===== src/rtl/fp_mult_arbiter_if.sv =====
// Requester, multiplier and response signals of the shared FP multiplier arbiter.
// The arbiter connects through the slave modport; clients and the multiplier use master.
interface fp_mult_arbiter_if #(
    parameter int pWidth = 64,
    parameter int pReq   = 4
);
    logic [pReq-1:0]        iv_ReqValid;
    logic [pReq*pWidth-1:0] iv_ReqA;
    logic [pReq*pWidth-1:0] iv_ReqB;
    logic [pReq-1:0]        ov_ReqReady;
    logic [pWidth-1:0]      ov_MulA;
    logic [pWidth-1:0]      ov_MulB;
    logic                   o_MulDv;
    logic                   o_MulClkEn;
    logic [pWidth-1:0]      iv_MulResult;
    logic                   i_MulOverflow;
    logic                   i_MulUnderflow;
    logic                   i_MulNAN;
    logic [pReq-1:0]        ov_RspValid;
    logic [pWidth-1:0]      ov_RspResult;
    logic [2:0]             ov_RspFlags;
    logic                   o_Idle;

    modport slave (
        input  iv_ReqValid, iv_ReqA, iv_ReqB,
        input  iv_MulResult, i_MulOverflow, i_MulUnderflow, i_MulNAN,
        output ov_ReqReady, ov_MulA, ov_MulB, o_MulDv, o_MulClkEn,
        output ov_RspValid, ov_RspResult, ov_RspFlags, o_Idle
    );

    modport master (
        output iv_ReqValid, iv_ReqA, iv_ReqB,
        output iv_MulResult, i_MulOverflow, i_MulUnderflow, i_MulNAN,
        input  ov_ReqReady, ov_MulA, ov_MulB, o_MulDv, o_MulClkEn,
        input  ov_RspValid, ov_RspResult, ov_RspFlags, o_Idle
    );
endinterface


===== src/rtl/fp_mult_arbiter.sv =====
// Round-robin issue scheduler sharing one pipelined FP multiplier among pReq clients.
// A tag delay line matched to the multiplier latency routes each result back to its owner.
module fp_mult_arbiter #(
    parameter int pWidth   = 64,
    parameter int pReq     = 4,
    parameter int pLatency = 5,
    parameter int pMaxOut  = 8
) (
    input  logic                 i_Clk,
    input  logic                 i_Rst,
    fp_mult_arbiter_if.slave     bus
);
    localparam int cIdxW = $clog2(pReq);
    localparam int cCntW = $clog2(pMaxOut + 1);

    logic [cIdxW-1:0]  rPtr;
    logic [cCntW-1:0]  rOutCnt [pReq];
    logic [pReq-1:0]   wElig;
    logic [pReq-1:0]   wGrant;
    logic              wAccept;
    logic [cIdxW-1:0]  wGrantIdx;
    logic [cIdxW-1:0]  wCand;
    int                wCandInt;
    logic [pWidth-1:0] wSelA;
    logic [pWidth-1:0] wSelB;
    logic              rIssValid;
    logic [cIdxW-1:0]  rIssIdx;
    logic [pWidth-1:0] rMulA;
    logic [pWidth-1:0] rMulB;
    logic [pLatency-1:0] rTagValid;
    logic [cIdxW-1:0]  rTagIdx [pLatency];
    logic [pReq-1:0]   wRspHot;
    logic [pReq-1:0]   rRspValid;
    logic [pWidth-1:0] rRspResult;
    logic [2:0]        rRspFlags;
    logic              wIdle;

    // Handshake: a request transfers on a clock edge where ReqValid[k] and ReqReady[k]
    // are both high; ReqReady is the one-hot grant and never rises without ReqValid.
    always_comb begin
        wElig = '0;
        for (int k = 0; k < pReq; k++) begin
            wElig[k] = bus.iv_ReqValid[k] && (rOutCnt[k] < cCntW'(pMaxOut)) && !i_Rst;
        end
    end

    always_comb begin
        wGrant    = '0;
        wGrantIdx = '0;
        wAccept   = 1'b0;
        wCandInt  = 0;
        wCand     = '0;
        for (int off = 0; off < pReq; off++) begin
            wCandInt = int'(rPtr) + off;
            if (wCandInt >= pReq) wCandInt = wCandInt - pReq;
            wCand = cIdxW'(wCandInt);
            if (!wAccept && wElig[wCand]) begin
                wAccept       = 1'b1;
                wGrantIdx     = wCand;
                wGrant[wCand] = 1'b1;
            end
        end
    end

    always_comb begin
        wSelA = '0;
        wSelB = '0;
        for (int k = 0; k < pReq; k++) begin
            if (wGrant[k]) begin
                wSelA = bus.iv_ReqA[k*pWidth +: pWidth];
                wSelB = bus.iv_ReqB[k*pWidth +: pWidth];
            end
        end
    end

    always_comb begin
        wRspHot = '0;
        for (int k = 0; k < pReq; k++) begin
            wRspHot[k] = rTagValid[pLatency-1] && (rTagIdx[pLatency-1] == cIdxW'(k));
        end
    end

    always_comb begin
        wIdle = !rIssValid;
        for (int k = 0; k < pReq; k++) begin
            if (rOutCnt[k] != '0) wIdle = 1'b0;
        end
    end

    always_ff @(posedge i_Clk) begin
        if (i_Rst) begin
            rPtr       <= '0;
            rIssValid  <= 1'b0;
            rIssIdx    <= '0;
            rMulA      <= '0;
            rMulB      <= '0;
            rTagValid  <= '0;
            rRspValid  <= '0;
            rRspResult <= '0;
            rRspFlags  <= '0;
            for (int i = 0; i < pLatency; i++) rTagIdx[i] <= '0;
            for (int k = 0; k < pReq; k++) rOutCnt[k] <= '0;
        end else begin
            rIssValid <= wAccept;
            if (wAccept) begin
                rPtr    <= (wGrantIdx == cIdxW'(pReq - 1)) ? '0 : wGrantIdx + cIdxW'(1);
                rIssIdx <= wGrantIdx;
                rMulA   <= wSelA;
                rMulB   <= wSelB;
            end
            rTagValid[0] <= rIssValid;
            rTagIdx[0]   <= rIssIdx;
            for (int i = 1; i < pLatency; i++) begin
                rTagValid[i] <= rTagValid[i-1];
                rTagIdx[i]   <= rTagIdx[i-1];
            end
            rRspValid <= wRspHot;
            if (rTagValid[pLatency-1]) begin
                rRspResult <= bus.iv_MulResult;
                rRspFlags  <= {bus.i_MulNAN, bus.i_MulOverflow, bus.i_MulUnderflow};
            end
            // Credit returns one cycle after the response is presented to its owner.
            for (int k = 0; k < pReq; k++) begin
                if (wGrant[k] && !rRspValid[k]) begin
                    rOutCnt[k] <= rOutCnt[k] + cCntW'(1);
                end else if (!wGrant[k] && rRspValid[k] && rOutCnt[k] != '0) begin
                    rOutCnt[k] <= rOutCnt[k] - cCntW'(1);
                end
            end
        end
    end

    assign bus.ov_ReqReady  = wGrant;
    assign bus.ov_MulA      = rMulA;
    assign bus.ov_MulB      = rMulB;
    assign bus.o_MulDv      = rIssValid;
    assign bus.o_MulClkEn   = !i_Rst;
    assign bus.ov_RspValid  = rRspValid;
    assign bus.ov_RspResult = rRspResult;
    assign bus.ov_RspFlags  = rRspFlags;
    assign bus.o_Idle       = wIdle;
endmodule


===== src/flat_wrapper.sv =====
// flat-port wrapper written by rule: the top's interface ports become plain ports
module fp_mult_arbiter_flat 
#(
    parameter int pWidth   = 64,
    parameter int pReq     = 4,
    parameter int pLatency = 5,
    parameter int pMaxOut  = 8
)
  (i_Clk, i_Rst, bus_iv_ReqValid, bus_iv_ReqA, bus_iv_ReqB, bus_iv_MulResult, bus_i_MulOverflow, bus_i_MulUnderflow, bus_i_MulNAN, bus_ov_ReqReady, bus_ov_MulA, bus_ov_MulB, bus_o_MulDv, bus_o_MulClkEn, bus_ov_RspValid, bus_ov_RspResult, bus_ov_RspFlags, bus_o_Idle);
  fp_mult_arbiter_if #(.pWidth(pWidth), .pReq(pReq)) bus_i ();
  input  logic i_Clk;
  input  logic i_Rst;
  input wire logic [$bits(bus_i.iv_ReqValid)-1:0] bus_iv_ReqValid;
  input wire logic [$bits(bus_i.iv_ReqA)-1:0] bus_iv_ReqA;
  input wire logic [$bits(bus_i.iv_ReqB)-1:0] bus_iv_ReqB;
  input wire logic [$bits(bus_i.iv_MulResult)-1:0] bus_iv_MulResult;
  input wire logic [$bits(bus_i.i_MulOverflow)-1:0] bus_i_MulOverflow;
  input wire logic [$bits(bus_i.i_MulUnderflow)-1:0] bus_i_MulUnderflow;
  input wire logic [$bits(bus_i.i_MulNAN)-1:0] bus_i_MulNAN;
  output wire logic [$bits(bus_i.ov_ReqReady)-1:0] bus_ov_ReqReady;
  output wire logic [$bits(bus_i.ov_MulA)-1:0] bus_ov_MulA;
  output wire logic [$bits(bus_i.ov_MulB)-1:0] bus_ov_MulB;
  output wire logic [$bits(bus_i.o_MulDv)-1:0] bus_o_MulDv;
  output wire logic [$bits(bus_i.o_MulClkEn)-1:0] bus_o_MulClkEn;
  output wire logic [$bits(bus_i.ov_RspValid)-1:0] bus_ov_RspValid;
  output wire logic [$bits(bus_i.ov_RspResult)-1:0] bus_ov_RspResult;
  output wire logic [$bits(bus_i.ov_RspFlags)-1:0] bus_ov_RspFlags;
  output wire logic [$bits(bus_i.o_Idle)-1:0] bus_o_Idle;
  assign bus_i.iv_ReqValid = bus_iv_ReqValid;
  assign bus_i.iv_ReqA = bus_iv_ReqA;
  assign bus_i.iv_ReqB = bus_iv_ReqB;
  assign bus_i.iv_MulResult = bus_iv_MulResult;
  assign bus_i.i_MulOverflow = bus_i_MulOverflow;
  assign bus_i.i_MulUnderflow = bus_i_MulUnderflow;
  assign bus_i.i_MulNAN = bus_i_MulNAN;
  assign bus_ov_ReqReady = bus_i.ov_ReqReady;
  assign bus_ov_MulA = bus_i.ov_MulA;
  assign bus_ov_MulB = bus_i.ov_MulB;
  assign bus_o_MulDv = bus_i.o_MulDv;
  assign bus_o_MulClkEn = bus_i.o_MulClkEn;
  assign bus_ov_RspValid = bus_i.ov_RspValid;
  assign bus_ov_RspResult = bus_i.ov_RspResult;
  assign bus_ov_RspFlags = bus_i.ov_RspFlags;
  assign bus_o_Idle = bus_i.o_Idle;
  fp_mult_arbiter #(.pWidth(pWidth), .pReq(pReq), .pLatency(pLatency), .pMaxOut(pMaxOut)) u_core (.i_Clk(i_Clk), .i_Rst(i_Rst), .bus(bus_i));
endmodule

===== config.mk =====
export PLATFORM = sky130hd
export DESIGN_NAME = fp_mult_arbiter_flat
export DESIGN_NICKNAME = d
export VERILOG_FILES = /design/src/rtl/fp_mult_arbiter_if.sv /design/src/rtl/fp_mult_arbiter.sv /design/src/flat_wrapper.sv
export SDC_FILE = /design/constraint.sdc
export NUM_CORES = 1
export LEC_CHECK = 0
export ABC_AREA = 1
export CELL_PAD_IN_SITES_DETAIL_PLACEMENT = 0
export CELL_PAD_IN_SITES_GLOBAL_PLACEMENT = 1
export CORE_AREA = 4 4 309 311
export DETAILED_ROUTE_END_ITERATION = 6
export DIE_AREA = 0 0 313 315
export GPL_ROUTABILITY_DRIVEN = 0
export MAX_ROUTING_LAYER = met4
export PLACE_DENSITY_LB_ADDON = 0.1
export REMOVE_ABC_BUFFERS = 1
export SLEW_MARGIN = 10
export SYNTH_ARGS = -nofsm -noshare
export SYNTH_HDL_FRONTEND = slang
export SYNTH_SLANG_ARGS = --single-unit
export TNS_END_PERCENT = 50

===== constraint.sdc =====
create_clock -name i_Clk -period 10.14 [get_ports i_Clk]
set_input_delay 1.521 -clock i_Clk [delete_from_list [all_inputs] [get_ports i_Clk]]
set_output_delay 1.521 -clock i_Clk [all_outputs]
set_load 0.02 [all_outputs]

# Word level (Yosys, flattened, before mapping)
# Memories as Yosys holds them, arrays and structs flattened.
# Cells that the tools add are included.
[classes] n_addsub=16 multipliers=0 div=0 magnitude_cmp=16 n_eq_ne=4 shift=0 n_mux=89 n_bitwise=16 reduce_logical=49
[ops] op="64-bit two-way mux" count=8
[ops] op="4-bit two-way mux" count=12
[ops] op="1-bit two-way mux" count=47
[ops] op="1-bit logical AND" count=31
[ops] op="2-bit two-way mux" count=14
[ops] op="4-bit by 1-bit adder with 4-bit output, second input constant" count=4
[ops] op="4-bit < comparator, second input constant" count=4
[ops] op="4-bit nonzero test" count=4
[ops] op="4-bit by 1-bit subtractor with 4-bit output, second input constant" count=4
[ops] op="1-bit zero test" count=13
[ops] op="1-bit bitwise OR" count=13
[ops] op="2-bit by 3-bit < comparator with 1-bit output, second input constant" count=4
[ops] op="4-bit bitwise OR" count=3
[ops] op="3-bit greater-or-equal comparator, second input constant" count=3
[ops] op="1-bit binary-select mux with 2-bit select" count=4
[ops] op="1-bit demux with 2-bit select" count=4
[ops] op="2-bit by 1-bit greater-or-equal comparator with 1-bit output, second input constant" count=4
[ops] op="2-bit by 1-bit subtractor with 2-bit output, second input constant" count=4
[ops] op="2-bit by 2-bit adder with 3-bit output, second input constant" count=2
[ops] op="2-bit equality test, second input constant" count=3
[ops] op="2-bit by 1-bit adder with 3-bit output, second input constant" count=1
[ops] op="2-bit by 3-bit greater-or-equal comparator with 1-bit output, second input constant" count=1
[ops] op="2-bit by 1-bit adder with 2-bit output, second input constant" count=1
[ops] op="2-bit by 1-bit equality test with 1-bit output, second input constant" count=1
[ops] op="2-bit zero test" count=1
[totals] register_bits=209 latch_bits=0 mem_bits_rw=26 mem_bits_ro=0 inputBits=585 wordCells=201 mem_count=2
[mem_list] memory="u_core.rOutCnt" words=4 word_bits=4 read_ports=4 rd_clocked_by_memory_dff=0 write_ports=4 line_no="fp_mult_arbiter.sv:17" rtl="logic [cCntW-1:0] rOutCnt [pReq];"
[mem_list] memory="u_core.rTagIdx" words=5 word_bits=2 read_ports=5 rd_clocked_by_memory_dff=0 write_ports=5 line_no="fp_mult_arbiter.sv:31" rtl="logic [cIdxW-1:0] rTagIdx [pLatency];"

# Depth between registers and ports, before layout
# An unclocked memory read counts as a cell.
[logic_depth] ltp_word=24 mapped_depth=22 depth_no_buf=20

# Least setup slack after synthesis
# OpenSTA, ideal clock, no wires.
[synth_path] path_type="input-to-output" from="input port i_Rst" to="output port bus_ov_ReqReady[2]" t_arrival_ns=2.880 required_ns=8.619 setup_slack_ns=5.739 path_stages=12 path_buffers=3 cell_sequence="buf_4 nor2_1 nand3_1 nand2_1 nand2_1 nand2_1 nand3_2 inv_2 nand2_1 nand3_2 buf_4 buf_2"
[synth_between] elab_chain_len=14 elab_cells_between_ends=29 classes_between="mux (15); bitwise (3); reduce/logical (11)"
[synth_lines] item="start: declaration" line_no="flat_wrapper.sv:12" rtl="input logic i_Rst;"
[synth_lines] item="1-bit zero test (*)" line_no="fp_mult_arbiter.sv:43" rtl="wElig[k] = bus.iv_ReqValid[k] && (rOutCnt[k] < cCntW'(pMaxOut)) && !i_Rst;"
[synth_lines] item="1-bit logical AND" line_no="fp_mult_arbiter.sv:43"
[synth_lines] item="1-bit binary-select mux with 2-bit select" line_no="fp_mult_arbiter.sv:57" rtl="if (!wAccept && wElig[wCand]) begin"
[synth_lines] item="1-bit two-way mux (not written as such)" line_no="fp_mult_arbiter.sv:57"
[synth_lines] item="1-bit two-way mux" line_no="fp_mult_arbiter.sv:57"
[synth_lines] item="1-bit zero test" line_no="fp_mult_arbiter.sv:57"
[synth_lines] item="1-bit logical AND" line_no="fp_mult_arbiter.sv:57"
[synth_lines] item="1-bit two-way mux" line_no="fp_mult_arbiter.sv:57"
[synth_lines] item="1-bit zero test" line_no="fp_mult_arbiter.sv:57"
[synth_lines] item="1-bit logical AND" line_no="fp_mult_arbiter.sv:57"
[synth_lines] item="1-bit two-way mux" line_no="fp_mult_arbiter.sv:57"
[synth_lines] item="1-bit zero test" line_no="fp_mult_arbiter.sv:57"
[synth_lines] item="1-bit logical AND" line_no="fp_mult_arbiter.sv:57"
[synth_lines] item="4-bit two-way mux (*)" line_no="fp_mult_arbiter.sv:57"
[synth_lines] item="end: declaration" line_no="flat_wrapper.sv:20" rtl="output wire logic [$bits(bus_i.ov_ReqReady)-1:0] bus_ov_ReqReady;"
# Every way passes the cells marked *; elsewhere a longest branch is shown, timed or not. The select of a mux whose other input is x is not followed.

# Worst setup path in the final report
[layout_path] from="input port i_Rst" to="output port bus_ov_ReqReady[1]"
# Same word-level chain as after synthesis.

==> results.md <==
- Status: finished clean
- Share of cells above drive strength 1: 3.95%
- Via/cell ratio: 3.90
- Pre-Repair DR Iteration Count: 5
- Global route total overflow: 0
- Pin slew with the least headroom to its limit: 1.26 ns
- # DRC: 0
- Growth of design area from synthesis to finish: 73.6%
- Fraction of the cycle the final worst path needs: 63.5%
- Internal power summed over all cells: 3.59 mW
- Net switching power: 3.25 mW
- Critical path class: primary input to output pin
- Switching Share: 47.5%
- DP Wirelength: 65900 µm
- Most frequent cells in the layout: sky130_fd_sc_hd__nand2_1 (947), sky130_fd_sc_hd__clkdlybuf4s50_1 (790), sky130_fd_sc_hd__a21oi_1 (262)
- Flops & latches, synth: 235
- CTS Root Buffer Type: sky130_fd_sc_hd__clkbuf_16
- Crit Path Max Fanout: 33
- RSZ-0062 raised after global routing: no
- Portion of total power attributed to combinational logic: 59.9%
- Post_cts resized: 0
- Remaining antenna violation count after routing: 0
- Setup-violating endpoint count in the final report: 0
- Count of clock tree sinks: 235
- Height of the die: 315 µm
- Clock group share of total power: 19.1%
- Leakage power summed over all cells: 10.8 nW
- Worst setup slack after placement: 3.59 ns
- Most common cell after layout, fill and taps aside: sky130_fd_sc_hd__nand2_1
- Number of fillers in the final layout: 10400
- Final Hold Viols: 0
- Required time at the worst-slack endpoint: 8.62 ns
- Avg Cell Area, Syn: 6.19 µm²
- Via count: 16600
- Summed instance area of the synthesized netlist: 13800 µm²
- Min Tclk post-route: 6.43 ns
- Count of synthesis-stage warnings from yosys: 0
- Arrival time of the worst setup path: 4.91 ns
- Kind of capture point of the worst setup path: output pin
- Seq pwr share: 21.0%
- Initial DRC count: 682
- Max clock buf depth: 3
- CTS hold repair buffers: 0
- Synth cell types: 34
- Detailed Route WL: 87400 µm
- Worst slew margin relative to its limit: 16.2%
- Worst IR drop on VDD: 0.120 mV
- Number of top-level design ports: 791
- Worst min-delay path class: flip-flop to flip-flop
- Initial core utilization: 14.9%
- Number of rows in the core area: 112
- Clock buffer count from CTS: 37
- Most area-consuming cells after synthesis: sky130_fd_sc_hd__dfxtp_1 (32%), sky130_fd_sc_hd__nand2_1 (26%), sky130_fd_sc_hd__a21oi_1 (9.5%)
- TritonCTS clock tree: built
- Post-detailed-route wirelength per cell: 20.5 µm
- Global-route wire length before repair: 123000 µm
- Via count of the first global-routing pass: 17100
- Maximum number of pins on one net before global-route repair: 105
- Max Cap Viol: 0
- Setup repair bufs after CTS: 0
- Horizontal die dimension: 313 µm
- Post-synthesis instance total: 2225
- Top-area cell type share of the netlist area: 31.8%
- Skew final: 0.0140 ns
- Post-route setup slack: 3.71 ns
- Cell area reported after detailed placement: 22600 µm²
- Tot Pwr: 6.84 mW
- Max Clock Freq: 155 MHz
- Startpoint types: primary input
- Portion of the post-synthesis area used by sequential elements: 35.3%
- Clk_lat worst skew: 0.55 ns
- Maximum level of the CTS H-tree: 2
- Largest area contributor in the synthesized netlist: sky130_fd_sc_hd__dfxtp_1
- Initial antenna violation count: 47
- Final Net Count: 3539
- Overall die area: 98600 µm²
- Post-route cell area: 23900 µm²
- Aggregate negative setup slack: 0 ns
- Input/output buffers: 790
- Clock-pin slew on the worst setup and hold paths: 0.05 ns
- Cell Pwr Density: 286 nW/µm²
- Placeable core region: 92800 µm²
- Overall global routing resource usage: 17.5%
- Number of slew-limit violations in the final report: 0
==> metrics by stage <==
stage | utilization (%) | hold slack, ns | cells
floorplan | - | 0.388 | 2088
global placement | 24.4 | 0.393 | 4150
detailed placement | 24.4 | 0.394 | 4150
CTS | 25.7 | 0.400 | 4213
global route | 25.8 | 0.416 | 4256
finish | 25.8 | 0.399 | 4256
==> registers in the layout (all words and copies together), names as in the netlist, named ones only <==
register / count
u_core.rOutCnt: 16
u_core.bus.ov_MulB: 64
u_core.rIssIdx: 2
u_core.bus.ov_RspFlags: 3
u_core.rPtr: 1
u_core.rTagIdx: 10
u_core.rTagValid: 5
u_core.bus.ov_MulA: 64
u_core.bus.o_MulDv: 1
u_core.bus.ov_RspValid: 4
u_core.bus.ov_RspResult: 64
==> critical path: stages <==
cell,delay (ns)
sky130_fd_sc_hd__clkdlybuf4s50_1,0.45
sky130_fd_sc_hd__buf_4,0.34
sky130_fd_sc_hd__nor2_1,0.12
sky130_fd_sc_hd__nand3_1,0.11
sky130_fd_sc_hd__nand3_1,0.11
sky130_fd_sc_hd__nand2_2,0.14
sky130_fd_sc_hd__nand2_2,0.08
sky130_fd_sc_hd__nor2_4,0.17
sky130_fd_sc_hd__nand3_1,0.15
sky130_fd_sc_hd__nand2_4,0.43
sky130_fd_sc_hd__buf_4,0.47
sky130_fd_sc_hd__clkdlybuf4s50_1,0.76
==> layer usage <==
layer | global-route usage [%] | share of wire (%) | up-vias
li1 | - | - | 8320
met1 | 18.2 | 39 | 7614
met2 | 30.0 | 51 | 563
met3 | 5.91 | 7.4 | 93
met4 | 8.21 | 3.3 | 0
met5 | - | 0 | -
==> kinds of logic after synthesis <==
group	share of synthesized area (%)
flops	35.3
simple gates	38.6
xor+xnor	0.636
fa+ha+maj	1.89
compound gates	12.6
buf+inv	11.0
==> final timing paths <==
check,slack (ns),startpoint,to,depth (start not counted)
hold / removal,0.40,u_core.rTagValid[1],u_core.rTagValid[2],2
setup / recovery,3.71,i_Rst,bus_ov_ReqReady[1],12
setup reg to reg,5.34,flip-flop,u_core.rOutCnt[0][13],13
hold reg to reg,0.40,u_core.rTagValid[1],u_core.rTagValid[2],2
==> power groups by stage <==
stage | combinational, mW | sequential (mW) | clock [mW]
3_5_place_dp | 4.21 | 1.46 | 0
2_1_floorplan | 2.22 | 1.72 | 0
6_report | 4.10 | 1.44 | 1.31
5_1_grt | 4.64 | 1.47 | 1.41
3_3_place_gp | 4.20 | 1.45 | 0
4_1_cts | 4.22 | 1.44 | 1.38
==> area by class of cell <==
type,instances,area (µm²),area share (%)
diodes,43,108,0.450
clock buffers,55,1090,4.58
clock inverters,8,118,0.492
inverters,180,681,2.85
multi-input cells,1673,7430,31.1
flip-flops and latches,235,4870,20.3
well taps,1254,1570,6.56
repair buffers,808,8060,33.7
==> cell usage after synthesis (all sizes together) <==
cell type  count
edfxtp        16
nor3           8
or2          129
nand4          2
inv          180
clkbuf        27
o21ai         74
o31ai          1
nand3         30
a22oi          1
o22ai          2
dfxtp        219
xnor2          6
fa             3
nand2        954
nor4           3
ha            16
a21o           2
nor2         175
xor2           4
a21oi        263
buf          110
(Power assumes the default switching activity.)
